$ cat src/rtl/cdbus_frame_mover.sv
// CSR sequencer for one cdbus core: initialises it, polls REG_INT_FLAG, streams RX frames
// out of the RX page and writes TX-stream frames into the TX page before committing them.
module cdbus_frame_mover #(
  parameter logic [7:0] INIT_SETTING  = 8'h40,
  parameter logic [7:0] INIT_FILTER   = 8'hff,
  parameter logic [7:0] INIT_IDLE_LEN = 8'd20
) (
  input  logic       clk,
  input  logic       reset_n,
  output logic [4:0] csr_address,
  output logic       csr_read,
  input  logic [7:0] csr_readdata,
  output logic       csr_write,
  output logic [7:0] csr_writedata,
  input  logic [7:0] tx_data,
  input  logic       tx_valid,
  input  logic       tx_last,
  output logic       tx_ready,
  output logic [7:0] rx_data,
  output logic       rx_valid,
  output logic       rx_last,
  input  logic       rx_ready,
  output logic       evt_rx,
  output logic       evt_tx,
  output logic       evt_err
);

  typedef enum logic [3:0] {
    S_INIT_SET, S_INIT_FILT, S_INIT_IDLE, S_IDLE, S_CLR_CD, S_CLR_RX,
    S_RX_RST, S_RX_READ, S_RX_DONE, S_TX_RST, S_TX_BYTE, S_TX_WAIT, S_TX_COMMIT
  } state_t;

  state_t     state_reg, state_next;
  logic       armed_reg;
  logic       last_rx_reg;
  logic [8:0] rx_idx_reg;
  logic [7:0] rx_len_reg;
  logic       rx_all_reg;
  logic [7:0] rx_data_reg;
  logic       rx_valid_reg;
  logic       rx_last_reg;
  logic [8:0] tx_cnt_reg;
  logic       tx_ovf_reg;
  logic       rx_rd;
  logic       rx_final;

  assign rx_data  = rx_data_reg;
  assign rx_valid = rx_valid_reg;
  assign rx_last  = rx_last_reg;

  // The length byte arrives at index 2, so the final-byte test there uses the live read data.
  assign rx_final = (rx_idx_reg == 9'd2) ? (csr_readdata == 8'h00)
                  : ((rx_idx_reg > 9'd2) && (rx_idx_reg == ({1'b0, rx_len_reg} + 9'd2)));

  always_comb begin
    state_next    = state_reg;
    csr_address   = 5'h00;
    csr_read      = 1'b0;
    csr_write     = 1'b0;
    csr_writedata = 8'h00;
    tx_ready      = 1'b0;
    evt_rx        = 1'b0;
    evt_tx        = 1'b0;
    evt_err       = 1'b0;
    rx_rd         = 1'b0;
    case (state_reg)
      S_INIT_SET: if (armed_reg) begin
        csr_write = 1'b1; csr_address = 5'h01; csr_writedata = INIT_SETTING;
        state_next = S_INIT_FILT;
      end
      S_INIT_FILT: begin
        csr_write = 1'b1; csr_address = 5'h05; csr_writedata = INIT_FILTER;
        state_next = S_INIT_IDLE;
      end
      S_INIT_IDLE: begin
        csr_write = 1'b1; csr_address = 5'h02; csr_writedata = INIT_IDLE_LEN;
        state_next = S_IDLE;
      end
      S_IDLE: begin
        csr_read = 1'b1; csr_address = 5'h0a;
        if (csr_readdata[6])                       state_next = S_CLR_CD;
        else if (csr_readdata[3] | csr_readdata[2]) state_next = S_CLR_RX;
        else if (csr_readdata[1] && tx_valid)      state_next = last_rx_reg ? S_TX_RST : S_RX_RST;
        else if (csr_readdata[1])                  state_next = S_RX_RST;
        else if (tx_valid)                         state_next = S_TX_RST;
      end
      S_CLR_CD: begin
        csr_write = 1'b1; csr_address = 5'h0f; csr_writedata = 8'h08;
        evt_err = 1'b1; state_next = S_IDLE;
      end
      S_CLR_RX: begin
        csr_write = 1'b1; csr_address = 5'h0e; csr_writedata = 8'h0c;
        evt_err = 1'b1; state_next = S_IDLE;
      end
      S_RX_RST: begin
        csr_write = 1'b1; csr_address = 5'h0e; csr_writedata = 8'h01;
        state_next = S_RX_READ;
      end
      S_RX_READ: begin
        if (!rx_all_reg && (!rx_valid_reg || rx_ready)) begin
          csr_read = 1'b1; csr_address = 5'h0c; rx_rd = 1'b1;
        end
        if (rx_all_reg && rx_valid_reg && rx_ready) state_next = S_RX_DONE;
      end
      S_RX_DONE: begin
        csr_write = 1'b1; csr_address = 5'h0e; csr_writedata = 8'h02;
        evt_rx = 1'b1; state_next = S_IDLE;
      end
      S_TX_RST: begin
        csr_write = 1'b1; csr_address = 5'h0f; csr_writedata = 8'h01;
        state_next = S_TX_BYTE;
      end
      S_TX_BYTE: begin
        tx_ready = 1'b1; csr_address = 5'h0d;
        csr_write = tx_valid && !tx_cnt_reg[8];
        csr_writedata = tx_data;
        if (tx_valid && tx_last) state_next = S_TX_WAIT;
      end
      S_TX_WAIT: begin
        csr_read = 1'b1; csr_address = 5'h0a;
        if (csr_readdata[4]) state_next = S_TX_COMMIT;
      end
      S_TX_COMMIT: begin
        csr_write = 1'b1; csr_address = 5'h0f; csr_writedata = 8'h02;
        evt_tx = 1'b1; evt_err = tx_ovf_reg; state_next = S_IDLE;
      end
      default: state_next = S_INIT_SET;
    endcase
  end

  always_ff @(posedge clk or negedge reset_n) begin
    if (!reset_n) begin
      state_reg    <= S_INIT_SET;
      armed_reg    <= 1'b0;
      last_rx_reg  <= 1'b0;
      rx_idx_reg   <= 9'd0;
      rx_len_reg   <= 8'd0;
      rx_all_reg   <= 1'b0;
      rx_data_reg  <= 8'd0;
      rx_valid_reg <= 1'b0;
      rx_last_reg  <= 1'b0;
      tx_cnt_reg   <= 9'd0;
      tx_ovf_reg   <= 1'b0;
    end else begin
      state_reg <= state_next;
      armed_reg <= 1'b1;
      if (state_next == S_RX_RST) last_rx_reg <= 1'b1;
      if (state_next == S_TX_RST) last_rx_reg <= 1'b0;
      if (state_reg == S_RX_RST) begin
        rx_idx_reg <= 9'd0;
        rx_all_reg <= 1'b0;
      end
      if (rx_rd) begin
        rx_data_reg  <= csr_readdata;
        rx_valid_reg <= 1'b1;
        rx_last_reg  <= rx_final;
        rx_idx_reg   <= rx_idx_reg + 9'd1;
        if (rx_idx_reg == 9'd2) rx_len_reg <= csr_readdata;
        if (rx_final) rx_all_reg <= 1'b1;
      end else if (rx_ready) begin
        rx_valid_reg <= 1'b0;
        rx_last_reg  <= 1'b0;
      end
      if (state_reg == S_TX_RST) begin
        tx_cnt_reg <= 9'd0;
        tx_ovf_reg <= 1'b0;
      end else if (state_reg == S_TX_BYTE && tx_valid) begin
        // Saturate at one full page; later bytes only flag the overflow.
        if (tx_cnt_reg[8]) tx_ovf_reg <= 1'b1;
        else               tx_cnt_reg <= tx_cnt_reg + 9'd1;
      end
    end
  end

endmodule

$ cat config.mk
export PLATFORM = sky130hd
export DESIGN_NAME = cdbus_frame_mover
export DESIGN_NICKNAME = d
export VERILOG_FILES = /design/src/rtl/cdbus_frame_mover.sv
export SDC_FILE = /design/constraint.sdc
export NUM_CORES = 1
export LEC_CHECK = 0
export BUFFER_PORTS_ARGS = -buffer_cell sky130_fd_sc_hd__buf_2
export CORE_UTILIZATION = 60
export CTS_CLUSTER_DIAMETER = 50
export DETAILED_ROUTE_END_ITERATION = 16
export GPL_ROUTABILITY_DRIVEN = 1
export PLACE_DENSITY = 0.87
export SYNTH_ARGS = -nofsm -noshare
export SYNTH_HDL_FRONTEND = slang
export SYNTH_SLANG_ARGS = --single-unit
$ cat constraint.sdc
create_clock -name clk -period 5.3 [get_ports clk]
set_input_delay 0.795 -clock clk [delete_from_list [all_inputs] [get_ports clk]]
set_output_delay 0.795 -clock clk [all_outputs]
set_load 0.005 [all_outputs]
==> flow_summary.ini, run 1 <==
[clocking]
cts_num_sinks = 44
cts_tree = done
ctsResizeCount = 0
clock_path_buffers = 2
htreeDepth = 2
numCtsBuffers = 5
cts-root-buf = clkbuf_8
clk_pin_slew_ns = 0.08
holdBufCountCts = 0
insertion_delay_ns = 0.29
post_cts_buffers = 0

[synthesis]
syn_inst = 318
synth_edf_count = 0
synth_area_leaders = dfrtp_1 41%, nand2_1 7.9%, nor2_1 5.1%
yosysMostFrequentCell = nand2_1
synth-xor-area-share = 0.05178
ys_seq_area_frac = 0.4068
synth_top_family_by_area = simple AND/OR/NAND/NOR gates
synth-seq-cells = 44
yosysTopAreaCellShare = 0.4068
synth-compound-area-share = 0.1590
avgSynthCellArea_sq_um = 8.511
ys.flop_type = dfrtp_1
syn-num-nets = 343
async_flop_share = 1.000
netlist_top_cells_count = 57 x nand2_1, 44 x dfrtp_1, 37 x nor2_1
yosysWarnings = 0
netlist_area_sq_mm = 0.002706
synth_cell_types = 49
synthAdderAreaFrac = 0.01849
synth_top_cell_by_area = dfrtp_1
yosys.area_share.simple = 0.2732
muxShareOfSynthArea = 0.04438

[final_layout]
nets = 384
nFillCells = 357
diodes = 0
syn_to_final_growth_pct = 12.21
drive_gt1_frac = 0.2028

[die]
core_sq_mm = 0.004354
die_h_um = 69.16
fp.dieW_um = 69.16
fp-row-count = 24
die_area_sq_mm = 0.004783
io_pins = 50
initial_utilization = 0.6216

[worst_setup_path]
worst_ep_arrival_time_ns = 2.35
required_ns = 4.51
path_class = reg2out
crit_path_start_kind = flip-flop
end_kind = output port
crit_fanout = 27

[routing]
drt-total-wl_um = 6296
antenna_left = 0
drc = 0
wl_met3_um = 385
drt_first_iter_violations = 223
avgViaCountPerCell = 6.102
avgRoutedWirePerCell_um = 15.28
top_layer = met4
firstDrtPassIters = 5
vias = 2514
wl_met2_um = 3007
wl_met1_um = 2808

[power]
p_comb_frac = 0.461
clkPwrFrac = 0.141
power_frac_seq = 0.398
p_int_mw = 0.8632
peakVddDrop_v = 0.0002828
power_density_mw_per_mm2 = 498.4
p_sw_mw = 0.6502
leakagePower_nw = 1.457
switching_share = 0.4296

[timing]
final_hold_viol_count = 0
worst_slack_ns = 2.155
fmax_mhz = 317.9
finalSetupViolations = 0
relSlewSlack = 0.3569
worst_pin_slew_ns = 0.9647
tns_ns = 0
slew_violations = 0
skew_ns = 0.005152
hold_ws_ns = 0.4764
finalCritPeriodShare = 0.5935
timing.final.crit_period_ns = 3.145
rsz0062_at_grt = false

[global_route]
grt_usage = 0.2808
grt_pass1_wl_um = 10930
grt_max_degree = 45
grt_overflow = 0
grt_pass1_vias = 2331
antenna_found_initial = 0

[job]
maxCapViolations = 0

[min_path]
hold_path_class = reg2reg

[outcome]
status = finished clean

[place]
dpl.hpwl_um = 4659
port_buffers = 48
gp_congestion = 1.006
place_ws_ns = 2.520
==> layout by cell type, fill, tap and decap left out, types with 4 or more instances in the layout <==
cell	Yosys	final
a21oi_1	16	16
a31oi_1	4	4
a32o_1	4	4
and3_1	4	4
buf_2	1	48
clkbuf_8	0	6
dfrtp_1	44	44
ha_1	4	4
inv_1	10	10
mux2_2	8	8
nand2_1	57	57
nand2b_1	4	4
nand3_1	10	10
nand4_1	6	6
nor2_1	37	37
nor3_1	9	9
o21ai_0	20	20
or3_1	6	6
or4_1	4	4
xnor2_1	8	8
xor2_1	8	8
==> kinds of logic after synthesis <==
logic type / Yosys count
AND/OR/NAND/NOR: 151
AO/OA/AOI/OAI: 64
flip-flops: 44
buffers and inverters: 26
XOR/XNOR: 16
multiplexers: 11
adder cells (fa/ha/maj): 4
other: 2
==> power by group through the flow <==
| stage | Sequential, mW | Clock [mW] | Combinational (mW) |
|---|---|---|---|
| 2_1_floorplan | 0.539 | 0 | 0.540 |
| 3_3_place_gp | 0.599 | 0 | 0.674 |
| 3_5_place_dp | 0.603 | 0 | 0.693 |
| 4_1_cts | 0.597 | 0.219 | 0.696 |
| 5_1_grt | 0.624 | 0.231 | 0.786 |
| 6_report | 0.602 | 0.214 | 0.698 |
==> critical path: stages, from the launching register on <==
cell and delay [ns]:
dfrtp_1 0.85, nand2b_1 0.24, or4_4 0.68, o21ai_0 0.13
buf_2 0.15
==> per-layer routing <==
| layer | GRT usage | vias to the layer above |
|---|---|---|
| li1 | - | 1203 |
| met1 | 0.4090 | 1186 |
| met2 | 0.4315 | 114 |
| met3 | 0.04094 | 11 |
| met4 | 0.09524 | 0 |
| met5 | 0 | - |
==> metrics by stage <==
step / util / power [mW] / cells / instance area (sq um)
3_3_place_gp: 0.6759 / 1.273 / 404 / 2943
5_1_grt: 0.6974 / 1.641 / 412 / 3037
6_report: 0.6974 / 1.513 / 412 / 3037
2_1_floorplan: - / 1.078 / 318 / 2706
3_5_place_dp: 0.6759 / 1.296 / 404 / 2943
4_1_cts: 0.6974 / 1.513 / 412 / 3037
==> area by class of cell <==
type                       count  area, sq um  area share
tap                           52        65.06     0.02143
sequential                    44         1101      0.3626
multi-input combinational    248         1488      0.4899
clock inverter                 1        7.507    0.002472
inverter                      11        41.29     0.01360
timing repair buffer          49        247.7     0.08158
clock buffer                   7        86.33     0.02843
==> worst paths after layout <==
kind | start | end | slack (ns) | cells past startpoint
setup / recovery | state_reg[2] | csr_read | 2.15 | 4
setup reg to reg | state_reg[2] | rx_len_reg[0] | 2.81 | 5
max in group asynchronous | reset_n | tx_cnt_reg[2] | 4.05 | 1
hold reg to reg | rx_data[0] | rx_data[0] | 0.48 | 2
min in group asynchronous | reset_n | rx_data[5] | 0.65 | 1
hold / removal | rx_data[0] | rx_data[0] | 0.48 | 2
No activity file was read; power rests on OpenSTA's default activity.
==> inputs of run 2 (changes only) <==
--- a/config.mk
+++ b/config.mk
@@ -5,12 +5,13 @@
 export SDC_FILE = /design/constraint.sdc
 export NUM_CORES = 1
 export LEC_CHECK = 0
+export ABC_AREA = 1
 export BUFFER_PORTS_ARGS = -buffer_cell sky130_fd_sc_hd__buf_2
-export CORE_UTILIZATION = 60
+export CORE_UTILIZATION = 50
 export CTS_CLUSTER_DIAMETER = 50
 export DETAILED_ROUTE_END_ITERATION = 16
 export GPL_ROUTABILITY_DRIVEN = 1
-export PLACE_DENSITY = 0.87
+export PLACE_DENSITY = 0.78
 export SYNTH_ARGS = -nofsm -noshare
 export SYNTH_HDL_FRONTEND = slang
 export SYNTH_SLANG_ARGS = --single-unit
==> constraint.sdc (replaced) <==
create_clock -name clk -period 2.8 [get_ports clk]
set_input_delay 0.42 -clock clk [delete_from_list [all_inputs] [get_ports clk]]
set_output_delay 0.42 -clock clk [all_outputs]
set_load 0.005 [all_outputs]
==> flow_summary.ini, run 2 <==
[outcome]
status = finished clean

[die]
die_h_um = 75.32
initial_utilization = 0.5229
fp.dieW_um = 75.32
core_sq_mm = 0.005140
io_pins = 50
fp-row-count = 26
die_area_sq_mm = 0.005672

[clocking]
clock_path_buffers = 2
post_cts_buffers = 0
numCtsBuffers = 5
htreeDepth = 2
clk_pin_slew_ns = 0.08
ctsResizeCount = 0
cts_tree = done
cts-root-buf = clkbuf_8
holdBufCountCts = 0
cts_num_sinks = 44
insertion_delay_ns = 0.30

[timing]
finalSetupViolations = 0
timing.final.crit_period_ns = 2.143
skew_ns = 0.006202
final_hold_viol_count = 0
tns_ns = 0
fmax_mhz = 466.7
worst_pin_slew_ns = 0.9567
slew_violations = 0
relSlewSlack = 0.3622
rsz0062_at_grt = false
finalCritPeriodShare = 0.7653

[place]
gp_congestion = 0.9206
dp.cells = 498
dpl.hpwl_um = 4788
port_buffers = 48

[worst_setup_path]
slowest_delay_ns = 0.39
r2r_slack_ns = 1.07
crit_path_end = csr_write
required_ns = 2.38
crit_path_start_kind = flip-flop
path_class = reg2out
reg2reg_from = state_reg[3]
slowest_stage = dfrtp_1
end_kind = output port
worst_r2r_path_depth = 8
crit_chain = inv_1, nand2_1, inv_1, nand2_1, inv_1, a21oi_1, nand3_1, buf_2
r2r-end = rx_len_reg[6]
crit_fanout = 8
worst_ep_arrival_time_ns = 1.72
crit_top_cell = inv_1
crit_path_start = state_reg[1]

[synthesis]
synth-seq-cells = 44
netlist_area_sq_mm = 0.002688
synth_cell_types = 28
synth_top_cell_by_area = dfrtp_1
synth_area_leaders = dfrtp_1 41%, nand2_1 15%, inv_1 7.4%
synth_edf_count = 0
yosysMostFrequentCell = nand2_1
ys_seq_area_frac = 0.4097
syn_inst = 385
async_flop_share = 1.000
ys.flop_type = dfrtp_1
netlist_top_cells_count = 109 x nand2_1, 53 x inv_1, 44 x dfrtp_1
yosysWarnings = 0
yosysTopAreaCellShare = 0.4097
syn-num-nets = 410
avgSynthCellArea_sq_um = 6.981

[power]
leakagePower_nw = 1.737
power_density_mw_per_mm2 = 848.8
peakVddDrop_v = 0.0004710

[global_route]
grt_overflow = 0
grt_max_degree = 45
grt_pass1_wl_um = 10300
grt_usage = 0.2390
grt_pass1_vias = 2322
antenna_found_initial = 0

[final_layout]
nFillCells = 505
syn_to_final_growth_pct = 15.74
fin_cells = 505
nets = 460
layout_common_cells = 109 x nand2_1, 53 x inv_1, 48 x buf_2, 44 x dfrtp_1, 43 x nor2_1
diodes = 0
drive_gt1_frac = 0.1747
final_common_cell = nand2_1

[routing]
vias = 2554
firstDrtPassIters = 5
avgViaCountPerCell = 5.057
drt_first_iter_violations = 141
antenna_left = 0
avgRoutedWirePerCell_um = 12.16
drt-total-wl_um = 6140
drc = 0

[min_path]
hold_path_class = in2async

[job]
maxCapViolations = 0
run 2: worst min-delay path by stage:
| stage | startpoint | end | slack (ns) | cells after the start |
|---|---|---|---|---|
| floorplan | reset_n | armed_reg | 0.12 | 0 |
| global placement | rx_data[5] | rx_data[5] | 0.46 | 2 |
| detailed placement | rx_data[4] | rx_data[4] | 0.48 | 2 |
| CTS | reset_n | armed_reg | 0.30 | 1 |
| global route | rx_ready | rx_valid | 0.32 | 2 |
| finish | reset_n | armed_reg | 0.27 | 1 |
run 2: kinds of logic (layout without fill, tap and decap cells):
group,Yosys count,after routing,synth area share
AND/OR/NAND/NOR,210,210,0.3450
buffers and inverters,66,116,0.09776
AO/OA/AOI/OAI,52,52,0.1033
flip-flops,44,44,0.4097
XOR/XNOR,7,7,0.02281
adder cells (fa/ha/maj),4,4,0.01862
other,2,2,0.002794
run 2: report_power, final:
| group | total [mW] | switching, mW | internal [mW] |
|---|---|---|---|
| clock | 0.566 | 0.215 | 0.351 |
| sequential | 0.952 | 0.151 | 0.801 |
| combinational | 1.12 | 0.671 | 0.451 |
| total | 2.64 | 1.04 | 1.60 |
run 2: critical path: cells and delay by family, from the launching register on:
family          cells  cell delay [ns]
simple gates        3             0.46
flops               1             0.39
buf+inv             4             0.35
compound gates      1             0.22
run 2: stage by stage:
stage	hold WS (ns)	worst slack, ns	instance area (sq um)	power, mW	utilization
after global routing	0.3242	0.4640	3110	2.888	0.6052
final	0.2660	0.6572	3110	2.640	0.6052
after detailed placement	0.4801	0.9859	2982	2.078	0.5801
after CTS	0.2968	0.6478	3110	2.648	0.6052
after global placement	0.4627	1.064	2982	2.065	0.5801
after floorplan	0.1244	1.271	2688	1.676	-
run 2: area by class of cell:
class	count	area [sq um]	share of cell area
Timing Repair Buffer	48	240.2	0.07723
Clock buffer	5	68.82	0.02212
Multi-Input combinational cell	275	1324	0.4256
Tap cell	70	87.58	0.02816
Sequential cell	44	1101	0.3540
Inverter	61	229.0	0.07361
Clock inverter	2	60.06	0.01931
run 2: layer usage:
layer,track usage,wire [um],vias up
met1,0.3285,2858,1171
li1,-,-,1311
met3,0.04365,244,12
met4,0.07819,86,0
met5,0,0,-
met2,0.3849,2950,60
==> inputs of run 3 (changes only) <==
--- a/config.mk
+++ b/config.mk
@@ -7,11 +7,11 @@
 export LEC_CHECK = 0
 export ABC_AREA = 1
 export BUFFER_PORTS_ARGS = -buffer_cell sky130_fd_sc_hd__buf_2
-export CORE_UTILIZATION = 50
+export CORE_UTILIZATION = 56
 export CTS_CLUSTER_DIAMETER = 50
 export DETAILED_ROUTE_END_ITERATION = 16
 export GPL_ROUTABILITY_DRIVEN = 1
-export PLACE_DENSITY = 0.78
+export PLACE_DENSITY = 0.82
 export SYNTH_ARGS = -nofsm -noshare
 export SYNTH_HDL_FRONTEND = slang
 export SYNTH_SLANG_ARGS = --single-unit
==> constraint.sdc (replaced) <==
create_clock -name clk -period 2.2 [get_ports clk]
set_input_delay 0.33 -clock clk [delete_from_list [all_inputs] [get_ports clk]]
set_output_delay 0.33 -clock clk [all_outputs]
set_load 0.005 [all_outputs]
==> flow_summary.ini, run 3 (synthesis results as in run 2) <==
[timing]
skew_ns = 0.01315
timing.final.crit_period_ns = 1.986
relSlewSlack = 0.6287
final_hold_viol_count = 0
slew_violations = 0
tns_ns = 0
rsz0062_at_grt = false
finalCritPeriodShare = 0.9028
fmax_mhz = 503.5
finalSetupViolations = 0
worst_pin_slew_ns = 0.5569

[routing]
avgRoutedWirePerCell_um = 12.13
drt_first_iter_violations = 163
drc = 0
drt-total-wl_um = 5931
antenna_left = 0
firstDrtPassIters = 5
avgViaCountPerCell = 5.233
vias = 2559

[final_layout]
final_common_cell = nand2_1
diodes = 0
syn_to_final_growth_pct = 14.99
layout_common_cells = 108 x nand2_1, 53 x inv_1, 48 x buf_2, 44 x dfrtp_1, 43 x nor2_1
fin_cells = 489
nets = 461
drive_gt1_frac = 0.1808

[worst_setup_path]
crit_path_start_kind = flip-flop
slowest_delay_ns = 0.45
r2r_slack_ns = 0.49
worst_r2r_path_depth = 9
reg2reg_from = rx_idx_reg[0]
end_kind = output port
crit_fanout = 6
crit_chain = inv_2, nand2_4, inv_2, nand2_1, nor2_4, nand2_4, inv_2, nor2_1, nand3_1, buf_2
path_class = reg2out
critical_path.top_delay_family = simple AND/OR/NAND/NOR gates
required_ns = 1.87
worst_ep_arrival_time_ns = 1.66
cp.depth = 10
crit_top_cell = inv_2
critical_path_buf_inv_count = 4
r2r-end = rx_len_reg[6]
slowest_stage = dfrtp_1

[clocking]
holdBufCountCts = 0
htreeDepth = 2
insertion_delay_ns = 0.30
clk_pin_slew_ns = 0.09
numCtsBuffers = 5
cts-root-buf = clkbuf_8
clock_path_buffers = 2
cts_num_sinks = 44
cts_tree = done

[global_route]
grt_pass1_wl_um = 10200
grt_pass1_vias = 2402
grt_overflow = 0
antenna_found_initial = 0
grt_usage = 0.2539
grt_max_degree = 45

[die]
core_sq_mm = 0.004474
initial_utilization = 0.6007
io_pins = 50
fp.dieW_um = 71.28
die_area_sq_mm = 0.005080
fp-row-count = 24
die_h_um = 71.28

[place]
dpl.hpwl_um = 4616
gp_congestion = 0.9083
port_buffers = 48
dp.cells = 481

[outcome]
status = finished clean

[power]
power_density_mw_per_mm2 = 1061
leakagePower_nw = 1.739
peakVddDrop_v = 0.0005730

[min_path]
hold_path_class = in2async

[job]
maxCapViolations = 0
run 3: power by group:
group	internal [mW]	leakage [nW]	switching (mW)
combinational	0.574	1.10	0.843
sequential	1.02	0.578	0.191
clock	0.371	0.0614	0.282
total	1.96	1.74	1.32
run 3: metrics by stage:
step / power, mW / hold slack [ns] / utilization / instance area [sq um] / worst slack (ns)
3_3_place_gp: 2.599 / 0.4379 / 0.6630 / 2967 / 0.5595
4_1_cts: 3.291 / 0.1119 / 0.6902 / 3088 / 0.1538
2_1_floorplan: 2.133 / 0.03441 / - / 2688 / 0.7040
3_5_place_dp: 2.635 / 0.4449 / 0.6630 / 2967 / 0.4802
5_1_grt: 3.570 / 0.1365 / 0.6907 / 3090 / 0.05338
6_report: 3.280 / 0.08585 / 0.6907 / 3090 / 0.2139
run 3: how the worst max path moves through the flow:
stage	startpoint	endpoint	slack, ns
6_report	state_reg[2]	csr_write	0.21
5_1_grt	state_reg[1]	csr_address[0]	0.05
4_1_cts	state_reg[1]	csr_address[0]	0.15
3_5_place_dp	state_reg[1]	csr_address[0]	0.48
3_3_place_gp	state_reg[1]	csr_write	0.56
2_1_floorplan	rx_idx_reg[0]	rx_len_reg[1]	0.70
run 3: per-layer routing:
layer / share of wire / global-route usage / vias to the layer above / wire length (um)
met5: 0 / 0 / - / 0
met2: 0.49 / 0.4222 / 47 / 2887
met1: 0.46 / 0.3355 / 1183 / 2725
met4: 0.013 / 0.07333 / 0 / 76
met3: 0.041 / 0.05626 / 9 / 242
li1: - / - / 1320 / -
run 3: timing repair:
item,4_1_cts,5_1_grt
buffers inserted,0,0
gates resized for setup,0,1
endpoints found under the setup margin,0,2
run 3: area by class of cell:
| cell class | instances | area [sq um] |
|---|---|---|
| clock buffer | 6 | 82.58 |
| clock inverter | 2 | 38.79 |
| fill | 411 | 1384 |
| inverter | 61 | 229.0 |
| multi-input combinational | 275 | 1326 |
| sequential | 44 | 1101 |
| tap | 52 | 65.06 |
| timing repair buffer | 49 | 247.7 |
